**src/rtl/regfile_wb_scheduler.sv**
```systemverilog
// Shares the register file write port between pipeline writeback and a long-latency unit,
// and tracks outstanding long-latency destinations to stall decode on RAW/WAW hazards.
module regfile_wb_scheduler #(
    parameter int unsigned STARVE_LIMIT = 4,
    parameter int unsigned MAX_PENDING  = 4
) (
    input  logic        clk,
    input  logic        reset,
    input  logic        i_dec_valid,
    input  logic [4:0]  i_dec_rs,
    input  logic [4:0]  i_dec_rt,
    input  logic [4:0]  i_dec_rd,
    input  logic        i_dec_we,
    input  logic        i_dec_long,
    output logic        o_issue_stall,
    input  logic        i_p_we,
    input  logic [4:0]  i_p_rd,
    input  logic [31:0] i_p_wdata,
    output logic        o_pipe_hold,
    input  logic        i_lu_valid,
    input  logic [4:0]  i_lu_rd,
    input  logic [31:0] i_lu_wdata,
    output logic        o_lu_ready,
    output logic        o_rf_we,
    output logic [4:0]  o_rf_waddr,
    output logic [31:0] o_rf_wdata,
    output logic [31:0] o_busy
);

    localparam int unsigned REG_W  = 5;
    localparam int unsigned DATA_W = 32;
    localparam int unsigned NREG   = 32;
    localparam int unsigned CNT_W  = 4;
    localparam int unsigned PEND_W = 6;

    logic [NREG-1:0]   r_busy;
    logic [PEND_W-1:0] r_pending;
    logic [CNT_W-1:0]  r_starve;
    logic              r_pipe_hold;

    logic              w_pipe_sel;
    logic              w_lu_ready;
    logic              w_transfer;
    logic              w_blocked;
    logic              w_hold_nxt;
    logic              w_set;
    logic              w_clr;
    logic              w_stall;
    logic [NREG-1:0]   w_busy_nxt;
    logic [PEND_W-1:0] w_pending_nxt;
    logic [CNT_W-1:0]  w_starve_nxt;

    // Write-port arbitration: pipeline has priority unless held for a starving long unit.
    always_comb begin
        w_lu_ready = 1'b0;
        o_rf_we    = 1'b0;
        o_rf_waddr = '0;
        o_rf_wdata = '0;
        w_pipe_sel = i_p_we && (i_p_rd != REG_W'(0)) && !r_pipe_hold;
        if (w_pipe_sel) begin
            o_rf_we    = 1'b1;
            o_rf_waddr = i_p_rd;
            o_rf_wdata = i_p_wdata;
        end else begin
            w_lu_ready = 1'b1;
            if (i_lu_valid && (i_lu_rd != REG_W'(0))) begin
                o_rf_we    = 1'b1;
                o_rf_waddr = i_lu_rd;
                o_rf_wdata = i_lu_wdata;
            end
        end
    end

    assign w_transfer = i_lu_valid && w_lu_ready;
    assign w_blocked  = i_lu_valid && !w_lu_ready;

    // Hold fires after STARVE_LIMIT+1 consecutive blocked cycles; the hold cycle itself always transfers.
    always_comb begin
        w_starve_nxt = '0;
        w_hold_nxt   = 1'b0;
        if (w_blocked) begin
            w_starve_nxt = r_starve + CNT_W'(1);
            w_hold_nxt   = (r_starve == CNT_W'(STARVE_LIMIT));
        end
    end

    always_comb begin
        w_stall = 1'b0;
        if (i_dec_valid) begin
            w_stall = r_busy[i_dec_rs] || r_busy[i_dec_rt] ||
                      (i_dec_we && r_busy[i_dec_rd]) ||
                      (i_dec_long && (r_pending == PEND_W'(MAX_PENDING)));
        end
    end

    assign w_set = i_dec_valid && i_dec_long && i_dec_we &&
                   (i_dec_rd != REG_W'(0)) && !w_stall;
    assign w_clr = w_transfer && r_busy[i_lu_rd];

    // Set and clear never target the same register: an accepted issue requires its rd to be idle.
    always_comb begin
        w_busy_nxt    = r_busy;
        w_pending_nxt = r_pending;
        if (w_set) begin
            w_busy_nxt[i_dec_rd] = 1'b1;
        end
        if (w_clr) begin
            w_busy_nxt[i_lu_rd] = 1'b0;
        end
        case ({w_set, w_clr})
            2'b10:   w_pending_nxt = r_pending + PEND_W'(1);
            2'b01:   w_pending_nxt = r_pending - PEND_W'(1);
            default: w_pending_nxt = r_pending;
        endcase
        w_busy_nxt[0] = 1'b0;
    end

    always_ff @(posedge clk or posedge reset) begin
        if (reset) begin
            r_busy      <= '0;
            r_pending   <= '0;
            r_starve    <= '0;
            r_pipe_hold <= 1'b0;
        end else begin
            r_busy      <= w_busy_nxt;
            r_pending   <= w_pending_nxt;
            r_starve    <= w_starve_nxt;
            r_pipe_hold <= w_hold_nxt;
        end
    end

    assign o_issue_stall = w_stall;
    assign o_lu_ready    = w_lu_ready;
    assign o_pipe_hold   = r_pipe_hold;
    assign o_busy        = r_busy;

    logic [DATA_W-1:0] w_unused_width_ref;
    assign w_unused_width_ref = '0;

endmodule

```
**config.mk**
```make
export PLATFORM = sky130hd
export DESIGN_NAME = regfile_wb_scheduler
export DESIGN_NICKNAME = d
export VERILOG_FILES = /design/src/rtl/regfile_wb_scheduler.sv
export SDC_FILE = /design/constraint.sdc
export NUM_CORES = 1
export LEC_CHECK = 0
export ABC_AREA = 1
export ABC_CLOCK_PERIOD_IN_PS = 3930
export BUFFER_PORTS_ARGS = -buffer_cell sky130_fd_sc_hd__buf_2
export CAP_MARGIN = 5
export CORE_MARGIN = 5
export CORE_UTILIZATION = 50
export CTS_CLUSTER_SIZE = 24
export DETAILED_ROUTE_END_ITERATION = 16
export HOLD_SLACK_MARGIN = 0.06
export PLACE_DENSITY = 0.8
export SYNTH_ARGS = -nofsm -noshare
export SYNTH_HDL_FRONTEND = slang
export SYNTH_SLANG_ARGS = --single-unit
```
**constraint.sdc**
```tcl
create_clock -name clk -period 3.93 [get_ports clk]
set_input_delay 0.1965 -clock clk [delete_from_list [all_inputs] [get_ports clk]]
set_output_delay 0.1965 -clock clk [all_outputs]
set_load 0.02 [all_outputs]
```
# Word-level counts from Yosys, hierarchy flattened
# Index checks and enable logic that the tools add are counted.
# op_classes
bitwise_logic	3
n_mux	25
n_reduce_logical	23
n_eq_ne	4
n_lt_le_gt_ge	6
add_sub_neg	3
# ops
op	n
two-way mux 32 bit	4
AND 32 bit	1
inverter 32 bit	1
bitwise OR 32 bit	1
less-than comparator 5 x 6 -> 1 bit, second input constant	4
binary-select mux 1 bit (select 5 bit)	4
nonzero test 5 bit	3
logical AND 1 bit	14
one-hot mux 6 bit (2 select lines)	1
two-way mux 1 bit	11
demux 1 bit (select 5 bit)	2
greater-or-equal comparator 5 x 1 -> 1 bit, second input constant	2
two-way mux 5 bit	2
adder 6 x 1 -> 6 bit, second input constant	1
equality test 6 x 3 -> 1 bit, second input constant	1
subtractor 6 x 1 -> 6 bit, second input constant	1
adder 4 x 1 -> 4 bit, second input constant	1
equality test 4 x 3 -> 1 bit, second input constant	1
two-way mux 4 bit	1
logical OR 1 bit	3
equality test 2 x 1 -> 1 bit, second input constant	1
equality test 2 bit, second input constant	1
zero test 1 bit	2
nonzero test 2 bit	1
# totals
out_inout_bits	73
word_cells	68
in_bits	96
register_bits	42

# Depth between registers and ports, before layout
# logic_depth
ltp_word	11
mapped_depth	25
depth_no_buf	23

# Worst setup path after synthesis
# No wires, ideal clock.
# synth_path
path_type	register to register
startpoint	reg r_pipe_hold (netlist: o_pipe_hold)
endpoint	reg r_pending[5]
n_path_buf	1
path_stages_with_launch	19
t_arrival_ps	2844
setup_ps	126
synth_period_minus_slack_ps	2970
setup_slack_ps	960
path_cell_list	dfrtp_1 nor2_1 nand2_1 nand2_1 nor2_1 nand3_1 buf_2 inv_1 ha_1 ha_1 nand2_1 nand2_1 a31oi_1 or2_2 nand2_1 a21oi_1 xor2_1 nand2_1 o21ai_0
# synth_via
elab_chain_len	7
# synth_rtl
element	line_no	text
start, declared	39	logic r_pipe_hold;
start signal, assigned	128	r_pipe_hold <= w_hold_nxt;
zero test 1 bit *	59	w_pipe_sel = i_p_we && (i_p_rd != REG_W'(0)) && !r_pipe_hold;
logical AND 1 bit *	59	
two-way mux 1 bit *	60	if (w_pipe_sel) begin
via o_lu_ready	23	output logic o_lu_ready,
logical AND 1 bit *	74	assign w_transfer = i_lu_valid && w_lu_ready;
logical AND 1 bit *	98	assign w_clr = w_transfer && r_busy[i_lu_rd];
equality test 2 x 1 -> 1 bit / equality test 2 bit (equally long branches)	110	case ({w_set, w_clr})
one-hot mux 6 bit (2 select lines) / nonzero test 2 bit (equally long branches)	-	
end signal, assigned	126	r_pending <= w_pending_nxt;
end, declared	37	logic [PEND_W-1:0] r_pending;
# Mark *: on every way through the listed nets, which the timed path passes. The rest lies on a longest branch.
# A chain may end at the register's enable or synchronous reset.

# Final worst setup path
# layout_path
startpoint	reg r_busy[29] (netlist: o_busy[29])
endpoint	reg r_pending[5]
# layout_via
elab_chain_len	10
# layout_rtl
element	line_no	text
start, declared	36	logic [NREG-1:0] r_busy;
start signal, assigned	125	r_busy <= w_busy_nxt;
binary-select mux 1 bit (select 5 bit) (on tied branches)	90, 91	
two-way mux 1 bit (on tied branches)	90, 91	
logical OR 1 bit / logical AND 1 bit (equally long branches)	90, 91	
logical OR 1 bit	90	w_stall = r_busy[i_dec_rs] || r_busy[i_dec_rt] ||
logical OR 1 bit	91	(i_dec_we && r_busy[i_dec_rd]) ||
two-way mux 1 bit	89	if (i_dec_valid) begin
zero test 1 bit	97	(i_dec_rd != REG_W'(0)) && !w_stall;
logical AND 1 bit	97	
equality test 2 x 1 -> 1 bit / equality test 2 bit (equally long branches)	110	
one-hot mux 6 bit (2 select lines) / nonzero test 2 bit (equally long branches)	-	
# Several ways; a longest one is shown, not always the timed one. The select of a mux whose other input is x is not followed.

==> impl_results.md <==
* CP delay by family, top: simple AND/OR/NAND/NOR gates
* FFs w/ async S/R, synth at 100.0%
* Status: finished, final reports clean
* Pwr/cell area at 366.6 nW/um2
* Sequential fraction of the synthesis area at 24.97%
* Port-buffer cells at 167
* CTS Buf Count at 5
* FF+latch count, synth at 42
* Routed len/inst at 17.09 um
* Avg Cell Area, Syn at 5.862 um2
* Initial DRT Pass Iterations at 5
* Slowest cell on crit path: dfrtp_1
* I/O pins at 169
* Gpl congestion at 1.073
* Hpwl dp at 13040 um
* Synth area leaders: dfrtp_1 25%, nand2_1 18%, inv_1 11%, nand3_1 6.2%, nor3_1 5.8%
* Synth Instances at 718
* Initial drt markers at 563
* Cell breakdown of the critical path: inv_1 > nand2_1 > nand3_1 > nand3_1 > nand2_1 > nand2_1 > nand3_1 > nand2_1 > nor2_4 > and2_1 > nand2_1 > ha_1 > ha_1 > nand2_1 > nand2_1 > a31oi_1 > or2_2 > nand2_1 > a21oi_1 > xor2_1 > nand2_1 > o21ai_0
* Vias after detailed routing at 5616
* Largest net degree at the start of global routing at 43
* Post-layout util at 64.67%
* Worst EP required at 4150 ps
* CORE AREA at 8217 um2
* Critical path endpoint category: flop
* Worst EP arrival at 3850 ps
* Post CTS Setup Buffer Count at 0
* Worst clock skew at 15.82 ps
* Placed cells at 988
* CP Class: reg -> reg
* Share of layout cells above drive strength 1 at 25.08%
* Root buffer cell: clkbuf_8
* DRT antenna net count at 0
* Nets at 996
* Slew @ Worst Pin at 739.7 ps
* Remaining DRCs at 0
* Diode count at 0
* Most frequent CP cell: nand2_1
* Critical path buffers and inverters at 1
* Hold Vio Cnt, Final at 0
* DR vias/cell at 5.627
* FF-to-FF End: r_pending[5]$_DFFE_PP0P_
* Mapped Nets at 822
* Cell area after synthesis at 4209 um2
* Die ar. at 10350 um2
* Clk sinks at 42
* GR peak layer: met2
* Worst path depth at 22
* Worst R2R Start: o_busy[29]$_DFF_PP0_
* Synth area leader: dfrtp_1
* Final Cycle Share at 92.20%
* Worst hold path class: in -> reg
* # rows at 33
* First-pass GRT wire length at 25420 um
* Ys Warns at 0
* Crit path launch type: flop
* Post-synth EDFFs at 0
* Post-synth top cells: 201 x nand2_1, 118 x inv_1, 52 x nand3_1
* Antenna violations before repair at 0
* Met1 Use GR at 38.23%
* CTS tree: done
* Finish-stage setup viols at 0
* Worst-Skew Late Latency at 310 ps
* Worst Reg2Reg Path Length in Cells at 22
* Slew HR at 50.63%
* Max H-tree Level at 2
* RSZ-0062 raised after global routing: false
* Die H at 101.8 um
* Layout area overhead at 26.25%
* Fmax at 276.0 MHz
* Clk slew on worst S/H paths at 100 ps
* Peak VDD IR at 0.2863 mV
* Most common cell in the netlist: nand2_1
* Initial Util at 51.23%
* Primary FF master, synth: dfrtp_1
* CP Max Fanout at 16
* Die X at 101.8 um
* Top cell type's share of synthesized area at 24.97%
* Slew Viols, Final at 0
* Layout Cells excl Fill at 998
* Tot GR Track Use at 31.35%
* Worst setup path start: o_busy[29]$_DFF_PP0_
* CTS max path bufs at 2
* Fin crit period at 3624 ps
* Setup crit end: r_pending[5]$_DFFE_PP0P_
* Max_cap viols at 0
* Vias in the first global route at 5120
* Met2 usage at 54.68%
* Met3 track demand over resource at 6.474%
* R2r setup slk at 310 ps
* Routed wire length at 17050 um
* Library cells used by synthesis at 32
* CP max stage delay at 430 ps
* Gr ovfl total at 0
* Leak at 2.905 nW
-- registers in the layout, indices dropped and copies added, names as in the netlist --
| signal | flops |
|---|---|
| o_busy | 31 |
| r_pending | 6 |
| r_starve | 4 |
| o_pipe_hold | 1 |
-- kinds of logic (layout without fill, tap and decap cells) --
| group | Yosys count | in the layout | share of synthesized area, % |
|---|---|---|---|
| other cells | 1 | 1 | 0.08909 |
| simple gates | 391 | 392 | 40.37 |
| buf+inv | 160 | 334 | 16.41 |
| flops | 42 | 42 | 24.97 |
| fa+ha+maj | 8 | 8 | 2.556 |
| compound gates | 111 | 111 | 14.57 |
| xor+xnor | 5 | 5 | 1.041 |
-- routing by layer --
layer	up-vias	wire length (um)
li1	2670	-
met1	2489	6338
met2	398	8002
met3	59	2171
met4	0	540
met5	-	0
-- final cells by class --
class	count	area, um2
Sequential cell	42	1051
Timing Repair Buffer	199	1079
Fill cell	826	2903
Clock inverter	3	23.77
Tap cell	105	131.4
Inverter	127	481.7
Clock buffer	5	68.82
Multi-Input combinational cell	517	2479
-- cells in the final DEF (no fill, tap or decap), drive strengths merged --
cell type and instances:
xor2 2, xnor2 3, nand4 32, dlygate4sd3 1, clkinvlp 2, o21ai 47, nand2 203, clkinv 1
nor2 51, and2 1, nor3 49, a31oi 2, o22ai 18, nor4 1, conb 1, or2 3
dfrtp 42, ha 7, inv 127, buf 198, o2111ai 1, o211ai 7, clkbuf 5, a21oi 36
fa 1, nand3 52
-- metrics by stage --
stage               cell area [um2]  hold slack (ps)  worst slack (ps)  TNS (ps)  power (mW)
finish                         5314            253.7             306.4         0       1.948
global route                   5314            296.4             37.80         0       2.058
CTS                            5308            256.5             307.5         0       1.921
detailed placement             5200            376.4            -103.2    -103.2       1.616
global placement               5200            365.4             65.95         0       1.595
floorplan                      4209            392.9             960.3         0       1.219
-- report_power, final --
part | internal, mW | switching [mW] | leakage, nW | total (mW)
combinational | 0.366 | 0.651 | 2.39 | 1.02
sequential | 0.529 | 0.0921 | 0.470 | 0.621
clock | 0.128 | 0.182 | 0.0408 | 0.310
total | 1.02 | 0.925 | 2.91 | 1.95
-- worst register-to-register path, stage by stage (launching register included) --
cell     delay, ps
dfrtp_1        430
inv_1          150
nand2_1         70
nand3_1         80
nand3_1         70
nand2_1        100
nand2_1         60
nand3_1         70
nand2_1        140
nor2_4         430
and2_1         220
nand2_1         60
ha_1           290
ha_1           360
nand2_1         90
nand2_1         50
a31oi_1        200
or2_2          160
nand2_1         50
a21oi_1        170
xor2_1         160
nand2_1         60
o21ai_0         80
-- timing repair --
| action | CTS | global route |
|---|---|---|
| resized for setup | 1 | 0 |
| hold buffers | 1 | 0 |
| endpoints found under the hold margin | 42 | 0 |
| pin swaps | 0 | 1 |
| cloned | 0 | 1 |
| endpoints found under the setup margin | 1 | 1 |
-- worst min path at each step --
stage / to / cells past startpoint / from / slack, ps
3_5_place_dp: r_starve[0]$_DFF_PP0_ / 3 / reset / 380
6_report: r_starve[2]$_DFF_PP0_ / 3 / i_lu_valid / 250
2_1_floorplan: r_starve[1]$_DFF_PP0_ / 2 / i_lu_valid / 390
3_3_place_gp: o_busy[9]$_DFF_PP0_ / 3 / reset / 370
4_1_cts: r_starve[2]$_DFF_PP0_ / 3 / i_lu_valid / 260
5_1_grt: r_starve[2]$_DFF_PP0_ / 3 / i_lu_valid / 300
(Power assumes the default switching activity.)
